`src/rtl/trigger_link_framer.sv`:
```
// rtl/trigger_link_framer.sv - per-link BX frame builder for the 80 MHz MGT TX user interface
// Each BX goes out as {payload[23:0], K marker} then payload[55:24]; non-RUN links send K28.5 idle.
module trigger_link_framer #(
  parameter int NLINKS            = 4,
  parameter int NCLUSTERS         = 8,
  parameter int CLUSTERS_PER_LINK = 4,
  parameter int CLUSTER_BITS      = 14,
  parameter int IDLE_BX           = 16
) (
  input  logic                              clk_80,
  input  logic                              reset_n,
  input  logic                              ce_40,
  input  logic [NCLUSTERS*CLUSTER_BITS-1:0] clusters,
  input  logic                              ttc_bx0,
  input  logic                              overflow,
  input  logic [NLINKS-1:0]                 tx_ready,
  input  logic [NLINKS-1:0]                 link_enable,
  input  logic                              test_mode,
  output logic [NLINKS*32-1:0]              tx_data,
  output logic [NLINKS*4-1:0]               tx_charisk,
  output logic [NLINKS-1:0]                 link_running,
  output logic [NCLUSTERS-1:0]              valid_clusters,
  output logic                              valid_clusters_or,
  output logic                              phase_err
);

  localparam int          PAYLOAD_BITS = CLUSTERS_PER_LINK * CLUSTER_BITS;
  localparam int          NGROUPS      = NCLUSTERS / CLUSTERS_PER_LINK;
  localparam logic [31:0] IDLE_WORD    = 32'h000000BC;
  localparam logic [7:0]  IDLE_BX_C    = 8'(IDLE_BX);

  typedef enum logic [1:0] {ST_IDLE, ST_SYNC, ST_RUN} state_t;

  logic [7:0]           marker;
  logic                 phase_q, phase_d;
  logic                 phase_err_q, phase_err_d;
  logic                 phase_bad;
  logic [NCLUSTERS-1:0] valid_q, valid_d;

  always_comb begin
    marker = 8'hBC;
    if (ttc_bx0)       marker = 8'h3C;
    else if (overflow) marker = 8'h5C;
  end

  // ce_40 belongs on phase 0; whichever slot it actually lands in re-anchors the phase
  always_comb begin
    phase_bad   = ce_40 ? phase_q : ~phase_q;
    phase_d     = ce_40 ? 1'b1 : ~phase_q;
    phase_err_d = phase_err_q | phase_bad;
  end

  always_comb begin
    valid_d = valid_q;
    if (ce_40) begin
      for (int i = 0; i < NCLUSTERS; i++) begin
        valid_d[i] = (clusters[i*CLUSTER_BITS+9 +: 2] != 2'b11);
      end
    end
  end

  always_ff @(posedge clk_80 or negedge reset_n) begin
    if (!reset_n) begin
      phase_q     <= 1'b0;
      phase_err_q <= 1'b0;
      valid_q     <= '0;
    end else begin
      phase_q     <= phase_d;
      phase_err_q <= phase_err_d;
      valid_q     <= valid_d;
    end
  end

  assign valid_clusters    = valid_q;
  assign valid_clusters_or = |valid_q;
  assign phase_err         = phase_err_q;

  for (genvar k = 0; k < NLINKS; k++) begin : g_link
    localparam int GROUP = k % NGROUPS;

    state_t                  state_q, state_d;
    logic [7:0]              good_q, good_d;
    logic [7:0]              cnt_q, cnt_d;
    logic [7:0]              good_inc;
    logic [7:0]              tcnt;
    logic [31:0]             data_q, data_d;
    logic [3:0]              isk_q, isk_d;
    logic [31:0]             hi_q, hi_d;
    logic                    hi_vld_q, hi_vld_d;
    logic                    run_q, run_d;
    logic                    link_ok;
    logic [PAYLOAD_BITS-1:0] payload;

    always_comb begin
      state_d  = state_q;
      good_d   = good_q;
      link_ok  = tx_ready[k] & link_enable[k];
      good_inc = good_q + 8'd1;
      if (phase_bad && (state_q != ST_RUN)) begin
        state_d = ST_IDLE;
        good_d  = 8'd0;
      end else if (ce_40) begin
        case (state_q)
          ST_IDLE: begin
            if (link_ok) begin
              state_d = ST_SYNC;
              good_d  = 8'd0;
            end
          end
          ST_SYNC: begin
            if (!link_ok) begin
              state_d = ST_IDLE;
              good_d  = 8'd0;
            end else if (good_inc == IDLE_BX_C) begin
              state_d = ST_RUN;
              good_d  = 8'd0;
            end else begin
              good_d = good_inc;
            end
          end
          ST_RUN: begin
            if (!link_ok) state_d = ST_IDLE;
          end
          default: begin
            state_d = ST_IDLE;
            good_d  = 8'd0;
          end
        endcase
      end
    end

    // A fresh entry to RUN sends count 0 regardless of what the counter held before
    always_comb begin
      cnt_d    = cnt_q;
      data_d   = IDLE_WORD;
      isk_d    = 4'b0001;
      hi_d     = hi_q;
      hi_vld_d = 1'b0;
      run_d    = (state_d == ST_RUN);
      tcnt     = (state_q == ST_RUN) ? cnt_q : 8'd0;
      payload  = test_mode ? {(PAYLOAD_BITS/8){tcnt}}
                           : clusters[GROUP*PAYLOAD_BITS +: PAYLOAD_BITS];
      if (ce_40) begin
        if (state_d == ST_RUN) begin
          data_d   = {payload[23:0], marker};
          isk_d    = 4'b0001;
          hi_d     = payload[PAYLOAD_BITS-1:24];
          hi_vld_d = 1'b1;
          cnt_d    = tcnt + 8'd1;
        end
      end else if (hi_vld_q) begin
        data_d = hi_q;
        isk_d  = 4'b0000;
      end
    end

    always_ff @(posedge clk_80 or negedge reset_n) begin
      if (!reset_n) begin
        state_q  <= ST_IDLE;
        good_q   <= 8'd0;
        cnt_q    <= 8'd0;
        data_q   <= IDLE_WORD;
        isk_q    <= 4'b0001;
        hi_q     <= 32'd0;
        hi_vld_q <= 1'b0;
        run_q    <= 1'b0;
      end else begin
        state_q  <= state_d;
        good_q   <= good_d;
        cnt_q    <= cnt_d;
        data_q   <= data_d;
        isk_q    <= isk_d;
        hi_q     <= hi_d;
        hi_vld_q <= hi_vld_d;
        run_q    <= run_d;
      end
    end

    assign tx_data[k*32 +: 32]  = data_q;
    assign tx_charisk[k*4 +: 4] = isk_q;
    assign link_running[k]      = run_q;
  end

endmodule

```
`config.mk`:
```
export PLATFORM = sky130hd
export DESIGN_NAME = trigger_link_framer
export DESIGN_NICKNAME = d
export VERILOG_FILES = /design/src/rtl/trigger_link_framer.sv
export SDC_FILE = /design/constraint.sdc
export NUM_CORES = 1
export LEC_CHECK = 0
export ABC_AREA = 1
export CAP_MARGIN = 10
export CORE_ASPECT_RATIO = 0.7
export CORE_MARGIN = 2
export CORE_UTILIZATION = 30
export CTS_CLUSTER_SIZE = 12
export DETAILED_ROUTE_END_ITERATION = 7
export PLACE_DENSITY_LB_ADDON = 0.3
export SLEW_MARGIN = 20
export SYNTH_ARGS = -nofsm -noshare
export SYNTH_HDL_FRONTEND = slang
export SYNTH_SLANG_ARGS = --single-unit
```
`constraint.sdc`:
```
create_clock -name clk_80 -period 1.8 [get_ports clk_80]
set_input_delay 0.36 -clock clk_80 [delete_from_list [all_inputs] [get_ports clk_80]]
set_output_delay 0.36 -clock clk_80 [all_outputs]
set_load 0.1 [all_outputs]
```
==> results.toml <==
[routing]
dr.pass1.iters = 6
dr_wl_met3_mm = 8.224
vias_per_cell = 5.084
avgRoutedWirePerCell_um = 20.73
drc = 0
highest_layer = "met5"
finalWirelength_mm = 73.00
ant_nets = 0
num_vias = 17910
met1_length_mm = 32.85
route.met2.wl_mm = 30.48
drtIter0Drc = 1730

[die]
die_x_um = 290.6
pin_count = 284
rows = 73
core_um2 = 56810
die_h_um = 204.6
start_util = 0.3036
die_area_um2 = 59450

[logic_synthesis]
yosysWarnings = 0
netlist_area_um2 = 17250
synth_cell_types = 36
syn_area_per_cell_um2 = 7.727
ys.flop_type = "dfrtp_1"
synth_seq_area_share = 0.5096
synthArstFlopShare = 1.000
synth_edf_count = 0
synthCells = 2232
ys_seq_elements = 350

[sta]
fin_crit_sh = 1.225
hold-worst-slack_ns = 0.1152
finalWorstSetupSlack_ns = -0.4054
clock_skew_ns = 0.01794
hold_violations = 0
maxSlewViolCount = 0
slew_headroom = 0.3169
fin_setup_tns_ns = -89.07
worst_slew_pin_slew_ns = 1.025
setup-violations-final = 278
grt_setup_unrepaired = "yes"
layout_min_cycle_time_ns = 2.205
fmax_mhz = 453.4

[placed_design]
place_hpwl_mm = 48.81
globalplace.congestion = 0.9327
place_inst = 3333
pre_cts_ws_ns = -0.5843
portBuffers = 271

[min_path]
hold_class = "in -> reg"

[setup_path]
arrival_ns = 2.71
cp_num_buf_inv = 4
worstSetupPathType = "reg -> reg"
crit_path_max_fanout = 6
cp.required_ns = 2.30
slowest_delay_ns = 0.39
cp-end-kind = "register"
cpMostUsedCell = "buf_12"
crit_slowest_cell = "dfrtp_1"
cpLargestDelayFamily = "simple AND/OR/NAND/NOR gates"
start_kind = "register"
path_cells = "ha_4 -> nand3_4 -> o21ai_2 -> nand2_1 -> nor2_2 -> nand4_1 -> nand2_1 -> nand2_2 -> nor2_4 -> buf_12 -> buf_12 -> buf_12 -> buf_16 -> nand3_4 -> nand2_2"

[clock_network]
cts_buffers = 40
cts-htree-levels = 2
cts_max_path_buffers = 3
clk_pin_slew_ns = 0.06
clkLatencyLatePin_ns = 0.57
cts_tree = "built"
clock_sinks = 350
cts_root_buf = "clkbuf_16"

[global_routing]
grt_use_total = 0.2428
grt_pass1_wl_mm = 109.3
antenna_found_initial = 2
grt_overflow = 0
grt_pass1_vias = 17750
grt_max_degree = 139

[pwr]
peakVddDrop_uv = 552.3
power_density_nw_per_um2 = 828.7
p_leak_nw = 13.72

[finish]
fillers = 5128
layout_commonest_cell = "nand2_1"
final_util = 0.5080
multi_input_area_um2 = 8941
layout.cells.most_common_list = "nand2_1 (478), dfrtp_1 (312), inv_1 (206), buf_12 (197), buf_4 (193)"
area_growth_pct = 67.35
drive_above_1_share = 0.3763
layoutNonFillerInstCount = 3522
nets = 2872
seqCellArea_um2 = 8806

[run]
max_cap_viol_count = 0

[status]
status = "finished with violations"
failed_checks = "negative setup slack"
==> final timing paths <==
kind                                     start                    to  slack, ns  cells after the start
min in group asynchronous              reset_n   g_link[2].good_q[5]       0.33                      2
max in group asynchronous              reset_n  g_link[1].data_q[21]       0.67                      3
max                        g_link[0].good_q[1]     g_link[0].hi_q[7]      -0.41                     15
min reg2reg                 g_link[2].hi_q[26]  g_link[2].data_q[26]       0.47                      2
max reg2reg                g_link[0].good_q[1]     g_link[0].hi_q[7]      -0.41                     15
min                                      ce_40               phase_q       0.12                      4
==> layer usage <==
metal | GRT usage | up-vias
li1 | - | 8145
met1 | 0.3552 | 8840
met2 | 0.3412 | 799
met3 | 0.08278 | 120
met4 | 0.05551 | 2
met5 | 0 | -
==> report_power, final <==
part | switching [mW] | internal (mW)
clock | 3.50 | 4.63
combinational | 3.66 | 2.58
sequential | 0.761 | 8.79
total | 7.92 | 16.0
==> worst reg2reg max path, delay by kind of cell, from the launching register on <==
kind	cells	cell delay, ns
AOI/OAI and AO/OA	1	0.15
DFF	1	0.39
adders and majority gates	1	0.18
buffers and inverters	4	0.53
and+or+nand+nor	9	0.90
==> cell type report <==
cell class,instances,area share
Clock buffer,56,0.03993
Multi-Input combinational cell,1530,0.3098
Inverter,230,0.03095
Sequential cell,350,0.3051
Tap cell,750,0.03251
Clock inverter,18,0.004248
Timing Repair Buffer,585,0.2772
Antenna cell,3,0.0002601
==> logic make-up (layout without fill, tap and decap cells) <==
kind of cell    count (synthesis)  in the layout  synth area share
compound gates                299            299           0.08909
fa+ha+maj                       9              9          0.006529
flops                         350            350            0.5096
buf+inv                       363            889           0.09192
xor+xnor                       15             15          0.007617
simple gates                 1195           1195            0.2951
other cells                     1             15         0.0002174
==> repair_timing <==
action / in CTS / in global routing
setup buffers: 74 / 19
hold endpoints to repair: 24 / 0
gates cloned: 37 / 1
endpoints found under the setup margin: 287 / 302
hold buffers: 1 / 0
pin swaps: 174 / 164
gates resized for setup: 362 / 257
==> stage by stage <==
stage | cell area [um^2] | total power [mW]
6_report | 28860 | 23.92
5_1_grt | 28860 | 24.87
4_1_cts | 27980 | 23.62
3_5_place_dp | 23730 | 14.29
3_3_place_gp | 23730 | 14.21
2_1_floorplan | 17530 | 12.11
==> sequential cells by signal (all words and copies together), names as in the netlist <==
signal,cells
g_link.data_q,128
g_link.hi_q,128
g_link.cnt_q,32
g_link.good_q,32
g_link.state_q,8
valid_clusters,8
g_link.hi_vld_q,4
g_link.isk_q,4
g_link.run_q,4
phase_err,1
phase_q,1
==> Yosys cell counts, types with 7 or more instances <==
library cell	n	area [um^2]
a21oi_1	98	490.5
a31oi_1	12	75.07
buf_2	45	225.2
buf_4	17	127.6
buf_6	9	101.4
clkbuf_1	55	206.5
dfrtp_1	326	8158
dfstp_2	24	630.6
ha_1	9	112.6
inv_1	224	840.8
nand2_1	701	2631
nand3_1	291	1456
nand3_2	16	160.2
nand4_1	10	62.56
nor2_1	131	491.7
nor2_2	9	56.30
nor3_1	15	75.07
o21ai_0	171	855.8
o21ai_1	7	35.03
or2_2	13	81.33
xor2_1	11	96.34
No activity file was read; power rests on OpenSTA's default activity.
